`config.mk`:
```
export PLATFORM = sky130hd
export DESIGN_NAME = sample_vec_sequencer
export DESIGN_NICKNAME = d
export VERILOG_FILES = /design/src/rtl/sample_vec_sequencer_pkg.sv /design/src/rtl/sample_dwell_counter.sv /design/src/rtl/sample_vec_sequencer.sv
export SDC_FILE = /design/constraint.sdc
export NUM_CORES = 1
export LEC_CHECK = 0
export CAP_MARGIN = 20
export CELL_PAD_IN_SITES_DETAIL_PLACEMENT = 1
export CELL_PAD_IN_SITES_GLOBAL_PLACEMENT = 2
export CORE_AREA = 2 2 84 46
export DETAILED_ROUTE_END_ITERATION = 6
export DIE_AREA = 0 0 86 48
export PLACE_DENSITY_LB_ADDON = 0.1
export SETUP_SLACK_MARGIN = 0.5
export SLEW_MARGIN = 20
export SYNTH_ARGS = -nofsm -noshare
export SYNTH_HDL_FRONTEND = slang
export SYNTH_SLANG_ARGS = --single-unit
```
`constraint.sdc`:
```
create_clock -name clk -period 1.5 [get_ports clk]
set_input_delay 0.3 -clock clk [delete_from_list [all_inputs] [get_ports clk]]
set_output_delay 0.3 -clock clk [all_outputs]
set_load 0.005 [all_outputs]
```
`src/rtl/sample_vec_sequencer_pkg.sv`:
```
// Shared encodings for the sample-block stimulus sequencer: FSM states, vector width
// and the signature rotate helper.
package sample_vec_sequencer_pkg;

  localparam logic [1:0] ST_IDLE  = 2'd0;
  localparam logic [1:0] ST_DRIVE = 2'd1;
  localparam logic [1:0] ST_DONE  = 2'd2;

  localparam int VEC_W = 3;

  function automatic logic [7:0] sig_step(input logic [7:0] sig, input logic [1:0] de);
    return {sig[6:0], sig[7]} ^ {6'b000000, de};
  endfunction

endpackage

```
`src/rtl/sample_dwell_counter.sv`:
```
// Dwell counter: counts enabled clocks, wraps to zero after DWELL-1 and flags that
// terminal count combinationally from the registered value.
module sample_dwell_counter #(
  parameter int DWELL = 10,
  parameter int CNT_W = 4
) (
  input  logic clk,
  input  logic rst_n,
  input  logic clr_i,
  input  logic en_i,
  output logic term_o
);

  logic [CNT_W-1:0] cnt_q, cnt_d;

  assign term_o = (cnt_q == CNT_W'(DWELL - 1));

  always_comb begin
    cnt_d = cnt_q;
    if (clr_i) begin
      cnt_d = '0;
    end else if (en_i) begin
      cnt_d = term_o ? '0 : cnt_q + CNT_W'(1);
    end else begin
      cnt_d = cnt_q;
    end
  end

  always_ff @(posedge clk or negedge rst_n) begin
    if (!rst_n) begin
      cnt_q <= '0;
    end else begin
      cnt_q <= cnt_d;
    end
  end

endmodule

```
`src/rtl/sample_vec_sequencer.sv`:
```
// Clocked stimulus sequencer for the 3-in/2-out sample block: walks {a,b,c} through
// 0..NUM_VEC-1 and captures {d,e} per vector. Define SAMPLE_SEQ_SIG_EN for the sig output.
module sample_vec_sequencer
  import sample_vec_sequencer_pkg::*;
#(
  parameter int NUM_VEC = 4,
  parameter int DWELL   = 10,
  parameter int CNT_W   = 4
) (
  input  logic                 clk,
  input  logic                 rst_n,
  input  logic                 start,
  input  logic                 abort,
  output logic                 a,
  output logic                 b,
  output logic                 c,
  input  logic                 d_in,
  input  logic                 e_in,
  output logic                 busy,
  output logic                 done,
  output logic [VEC_W-1:0]     vec_idx,
  output logic [2*NUM_VEC-1:0] resp
`ifdef SAMPLE_SEQ_SIG_EN
  ,
  output logic [7:0]           sig
`endif
);

  logic [1:0]           state_q, state_d;
  logic [VEC_W-1:0]     vec_q, vec_d;
  logic [VEC_W-1:0]     abc_q, abc_d;
  logic                 busy_q, busy_d;
  logic                 done_q, done_d;
  logic [2*NUM_VEC-1:0] resp_q, resp_d;
  logic                 cnt_clr_s, cnt_en_s, term_s;
  logic                 start_acc_s, capture_s;

  sample_dwell_counter #(.DWELL(DWELL), .CNT_W(CNT_W)) u_dwell (
    .clk    (clk),
    .rst_n  (rst_n),
    .clr_i  (cnt_clr_s),
    .en_i   (cnt_en_s),
    .term_o (term_s)
  );

  assign start_acc_s = (state_q == ST_IDLE) && start && !abort;
  assign capture_s   = (state_q == ST_DRIVE) && term_s && !abort;
  assign cnt_en_s    = (state_q == ST_DRIVE) && !abort;
  assign cnt_clr_s   = !cnt_en_s;

  // Abort overrides everything; otherwise step the IDLE/DRIVE/DONE sequence.
  always_comb begin
    state_d = state_q;
    vec_d   = vec_q;
    abc_d   = abc_q;
    busy_d  = busy_q;
    done_d  = 1'b0;
    resp_d  = resp_q;
    if (abort) begin
      state_d = ST_IDLE;
      vec_d   = '0;
      abc_d   = '0;
      busy_d  = 1'b0;
    end else begin
      case (state_q)
        ST_IDLE: begin
          if (start_acc_s) begin
            state_d = ST_DRIVE;
            vec_d   = '0;
            abc_d   = '0;
            busy_d  = 1'b1;
            resp_d  = '0;
          end else begin
            state_d = ST_IDLE;
          end
        end
        ST_DRIVE: begin
          if (capture_s) begin
            for (int i = 0; i < NUM_VEC; i++) begin
              resp_d[2*i +: 2] = (vec_q == VEC_W'(i)) ? {d_in, e_in} : resp_q[2*i +: 2];
            end
            if (vec_q == VEC_W'(NUM_VEC - 1)) begin
              state_d = ST_DONE;
              done_d  = 1'b1;
              vec_d   = '0;
              abc_d   = '0;
              busy_d  = 1'b0;
            end else begin
              vec_d = vec_q + VEC_W'(1);
              abc_d = vec_q + VEC_W'(1);
            end
          end else begin
            state_d = ST_DRIVE;
          end
        end
        ST_DONE: begin
          state_d = ST_IDLE;
        end
        default: begin
          state_d = ST_IDLE;
          vec_d   = '0;
          abc_d   = '0;
          busy_d  = 1'b0;
        end
      endcase
    end
  end

  // State and registered outputs.
  always_ff @(posedge clk or negedge rst_n) begin
    if (!rst_n) begin
      state_q <= ST_IDLE;
      vec_q   <= '0;
      abc_q   <= '0;
      busy_q  <= 1'b0;
      done_q  <= 1'b0;
      resp_q  <= '0;
    end else begin
      state_q <= state_d;
      vec_q   <= vec_d;
      abc_q   <= abc_d;
      busy_q  <= busy_d;
      done_q  <= done_d;
      resp_q  <= resp_d;
    end
  end

  assign {a, b, c} = abc_q;
  assign busy      = busy_q;
  assign done      = done_q;
  assign vec_idx   = vec_q;
  assign resp      = resp_q;

`ifdef SAMPLE_SEQ_SIG_EN
  logic [7:0] sig_q, sig_d;

  always_comb begin
    sig_d = sig_q;
    if (start_acc_s) begin
      sig_d = 8'h00;
    end else if (capture_s) begin
      sig_d = sig_step(sig_q, {d_in, e_in});
    end else begin
      sig_d = sig_q;
    end
  end

  // Signature register, held across DONE and abort.
  always_ff @(posedge clk or negedge rst_n) begin
    if (!rst_n) begin
      sig_q <= 8'h00;
    end else begin
      sig_q <= sig_d;
    end
  end

  assign sig = sig_q;
`endif

endmodule

```
==> Word level (Yosys, flattened, before mapping) <==
Cells that the tools add are included.
{ "word_totals": {"reg_bits": 19, "inputBits": 6} }
{ "classes": {"add_sub_neg": 2, "n_eq_ne": 17, "muxes": 28, "bitwise_logic": 1, "reduce_logical": 15} }
{ "ops": {"columns": ["op", "n"], "rows": [
  ["$reduce_and A5 Y1", 4],
  ["$mux W8", 2],
  ["$pmux W8 S2", 1],
  ["$mux W2", 7],
  ["$mux W3", 4],
  ["$mux W1", 9],
  ["$pmux W3 S3", 1],
  ["$mux W4", 2],
  ["$ne A2 B1 Y1 const B", 4],
  ["$eq A3 B2 Y1 const B", 2],
  ["$ne A2 B2 Y1 const B", 3],
  ["$ne A3 B3 Y1 const B", 2],
  ["$logic_and A1 B1 Y1", 5],
  ["$add A4 B1 Y4 const B", 1],
  ["$eq A4 B4 Y1 const B", 1],
  ["$ne A4 B3 Y1 const B", 1],
  ["$pmux W2 S2", 1],
  ["$reduce_and A4 Y1", 1],
  ["$add A3 B1 Y3 const B", 1],
  ["$eq A3 B1 Y1 const B", 1],
  ["$logic_not A3 Y1", 1],
  ["$ne A3 B2 Y1 const B", 1],
  ["$pmux W1 S3", 1],
  ["$reduce_and A3 Y1", 1],
  ["6 further kinds", 6]
]} }

==> Longest topological paths before layout <==
{ "logic_depth": {"word_depth": 6, "depth_mapped": 6} }

==> Hierarchy <==
From an unflattened synthesis, not the netlist that was laid out.
{ "unflattened": {"hier_cells": 100, "area_unflattened_um2": 1057.3} }
{ "by_module_without_submodules": {"columns": ["mod", "n_inst", "cells_per_inst", "area_each_um2", "seq_area_each_um2"], "rows": [
  ["sample_vec_sequencer", 1, 76, 825.8, 375.4],
  ["sample_dwell_counter", 1, 24, 231.5, 100.1]
]} }

==> Least setup slack after synthesis <==
Ideal clock, no wire load.
{ "synth_path": {"path_type": "register to register", "from": "reg, netlist name abc_q[1]", "to": "reg state_q[0]", "setup_ps": 122, "arrival_ps": 1201, "required_ps": 1378, "path_slack_ps": 178, "stages_incl_launch_ff": 6, "synth_period_minus_slack_ps": 1322, "cell_sequence": "dfrtp_1 ha_1 nand2b_1 buf_4 nor2_2 a2111oi_1"} }
{ "synth_lines": {"columns": ["item", "line", "text"], "rows": [
  ["end signal, assigned", "sample_vec_sequencer.sv:119", "state_q <= state_d;"],
  ["end, declared", "sample_vec_sequencer.sv:29", "logic [1:0] state_q, state_d;"]
]} }

==> impl_metrics.py <==
metrics = {
    "cells_and_area": {
        "nFillCells": 373,
        "layout-drive-gt1-share_pct": 64.58,
        "fin_nets": 157,
        "n_antenna_cell": 0,
        "syn2layout_area_growth_pct": 71.56,
        "final_cell_area_um2": 1653,
    },
    "timing": {
        "fin_crit_ps": 1332,
        "fmax_mhz": 750.7,
        "tightest_slew_ps": 320.5,
        "fin_crit_sh_pct": 88.80,
        "maxSlewViolCount": 0,
        "slew_headroom_pct": 78.63,
        "whs_ps": 373.6,
        "hold_viol_final": 0,
        "rsz0062_at_grt": "true",
        "skew_ps": 0.6511,
        "setup-violations-final": 0,
    },
    "run_status": {
        "outcome": "finished clean",
    },
    "pwr": {
        "pwr-share-clk_pct": 35.9,
        "p_seq_share_pct": 53.0,
        "comb_power_share_pct": 11.1,
        "peakVddDrop_mv": 0.5044,
        "power_density_nw_per_um2": 600.6,
        "switching_share_pct": 24.02,
        "internal-power_mw": 0.7543,
        "power.leakage_nw": 0.7938,
        "power_mw": 0.9927,
        "p_sw_mw": 0.2385,
    },
    "worst_setup_path": {
        "crit_slowest_cell": "dfrtp_2",
        "cp.arrival_ps": 1480,
        "startpoint_type": "flop",
        "crit_buf_inv": 2,
        "worstPathCellList": "buf_6 > inv_4 > ha_2 > nand2b_1 > nand2_1 > nand3_2 > o2bb2ai_1",
        "slowest_delay_ps": 440,
        "cp.required_ps": 1640,
        "crit_type": "flop to flop",
        "path_delay_family": "flip-flops",
        "end_kind": "flop",
        "cp_max_fo": 4,
    },
    "place": {
        "placed_area_um2": 1251,
        "hpwlAfterDp_um": 1846,
        "gp_congestion": 0.7433,
        "io_buffers": 21,
    },
    "yosys": {
        "async_reset_ff_share_pct": 100.0,
        "syn_avg_cell_area_um2": 10.82,
        "synth_warnings": 0,
        "syn_nets": 101,
        "yosysSeqAreaShare_pct": 49.35,
        "synthFlopType": "dfrtp_1",
        "syn_area_um2": 963.4,
        "synth-edff-count": 0,
        "synthDistinctLibCells": 26,
        "ys_ff_latch": 19,
        "synthCells": 89,
    },
    "clock_network": {
        "insertion_delay_ps": 250,
        "cts_buffers": 3,
        "cts_tree": "yes",
        "cts_sinks": 19,
        "cts_buffer_depth": 2,
        "cts_hold_buf": 0,
        "clkTransAtPathRegs_ps": 70,
        "cts_root_buf": "clkbuf_8",
        "htree_levels": 1,
    },
    "global_route": {
        "grt.total_usage_pct": 14.34,
        "antenna_found_initial": 0,
        "grt_pass1_vias": 826,
        "overflow": 0,
        "grt_max_degree": 20,
        "grt_pass1_wl_um": 4264,
    },
    "floorplanning": {
        "rows": 15,
        "die_x_um": 86,
        "start_util_pct": 29.00,
        "io-pin-count": 22,
        "dieArea_um2": 4128,
        "coreArea_um2": 3322,
        "die_h_um": 48,
    },
    "routing": {
        "drt-total-wl_um": 2849,
        "dr_total_vias": 868,
        "drt.antenna.violating_nets": 0,
        "drtPass1Iterations": 4,
        "viasPerCell": 4.667,
        "wl_per_cell_um": 15.32,
        "drt_iter0_drc": 11,
        "drc": 0,
    },
    "job": {
        "max_cap_viol_count": 0,
    },
    "hold_path": {
        "hp-class": "input port to async pin",
    },
}
## area by class of cell
class	instances	area (um^2)	share of cell area [%]
clock buffers	4	45.04	2.725
inverters	4	17.52	1.060
multi-input cells	61	624.3	37.77
flip-flops and latches	19	480.5	29.07
well taps	42	52.55	3.179
repair buffers	56	432.9	26.19
## cell usage in the layout, fill, tap and decap left out, drive strengths merged, types with 4 or more instances in the layout
master	synthesis	final
buf	5	48
dfrtp	19	19
nor2	10	10
o2bb2ai	8	8
nand2	8	8
nand3	7	7
clkbuf	0	7
ha	6	6
nand2b	5	5
clkdlybuf4s50	0	4
inv	4	4
## metal layers
layer	GRT usage [%]	wire, um
met5	0	0
met4	2.857	34
met3	3.103	82
met2	22.33	1338
met1	20.83	1395
## flip-flops by register name, summed over array words and instances, names as in the netlist
name           count
done               1
state_q            2
u_dwell.cnt_q      4
resp               8
abc_q              3
busy               1
## synth_stat cells (2+ instances only)
master	n	area [um^2]
nand2b_1	5	31.28
nor4_1	2	12.51
inv_1	4	15.01
nand2_1	6	22.52
buf_4	4	30.03
o31ai_1	2	15.01
ha_1	6	75.07
o2bb2ai_1	8	70.07
nand2_2	2	12.51
a21oi_1	2	10.01
dfrtp_1	19	475.5
nor2_1	9	33.78
nand3_1	7	35.03
## metrics by stage
stage | setup TNS (ps) | cells | setup WS [ps] | util, %
finish | 0 | 186 | 168.0 | 49.76
global route | 0 | 186 | 101.1 | 49.76
detailed placement | -1008 | 153 | -144.8 | 37.66
global placement | -756.2 | 153 | -107.1 | 37.66
floorplan | 0 | 89 | 252.2 | -
CTS | 0 | 176 | 123.2 | 43.43
## logic make-up (layout without fill, tap and decap cells)
family          Yosys count  count (layout)  synth area share [%]
simple gates             39              39                 23.90
flops                    19              19                 49.35
compound gates           14              14                 11.95
buf+inv                   9              64                 5.194
fa+ha+maj                 6               6                 7.792
xor+xnor                  2               2                 1.819
## path summary, 6_finish.rpt
kind                            startpoint        to  slack, ps  cells after the start
worst min register to register     resp[0]   resp[0]        500                      1
max in group asynchronous            rst_n  abc_q[1]        900                      2
min in group clk                   resp[0]   resp[0]        500                      1
worst min-delay path                 rst_n      done        370                      2
worst max-delay path              abc_q[0]   resp[5]        170                      7
worst max register to register    abc_q[0]   resp[5]        170                      7
## timing repair
| item | 4_1_cts | 5_1_grt |
|---|---|---|
| endpoints found under the setup margin | 35 | 35 |
| pin swaps | 6 | 12 |
| gates resized for setup | 73 | 36 |
| setup buffers | 19 | 10 |
## power by group through the flow
stage | Clock [mW] | Sequential, mW | Combinational, mW
5_1_grt | 0.397 | 0.527 | 0.121
6_report | 0.357 | 0.526 | 0.110
4_1_cts | 0.373 | 0.525 | 0.0983
2_1_floorplan | 0 | 0.535 | 0.0433
3_5_place_dp | 0 | 0.536 | 0.0915
3_3_place_gp | 0 | 0.535 | 0.0904
(Power assumes the default switching activity.)
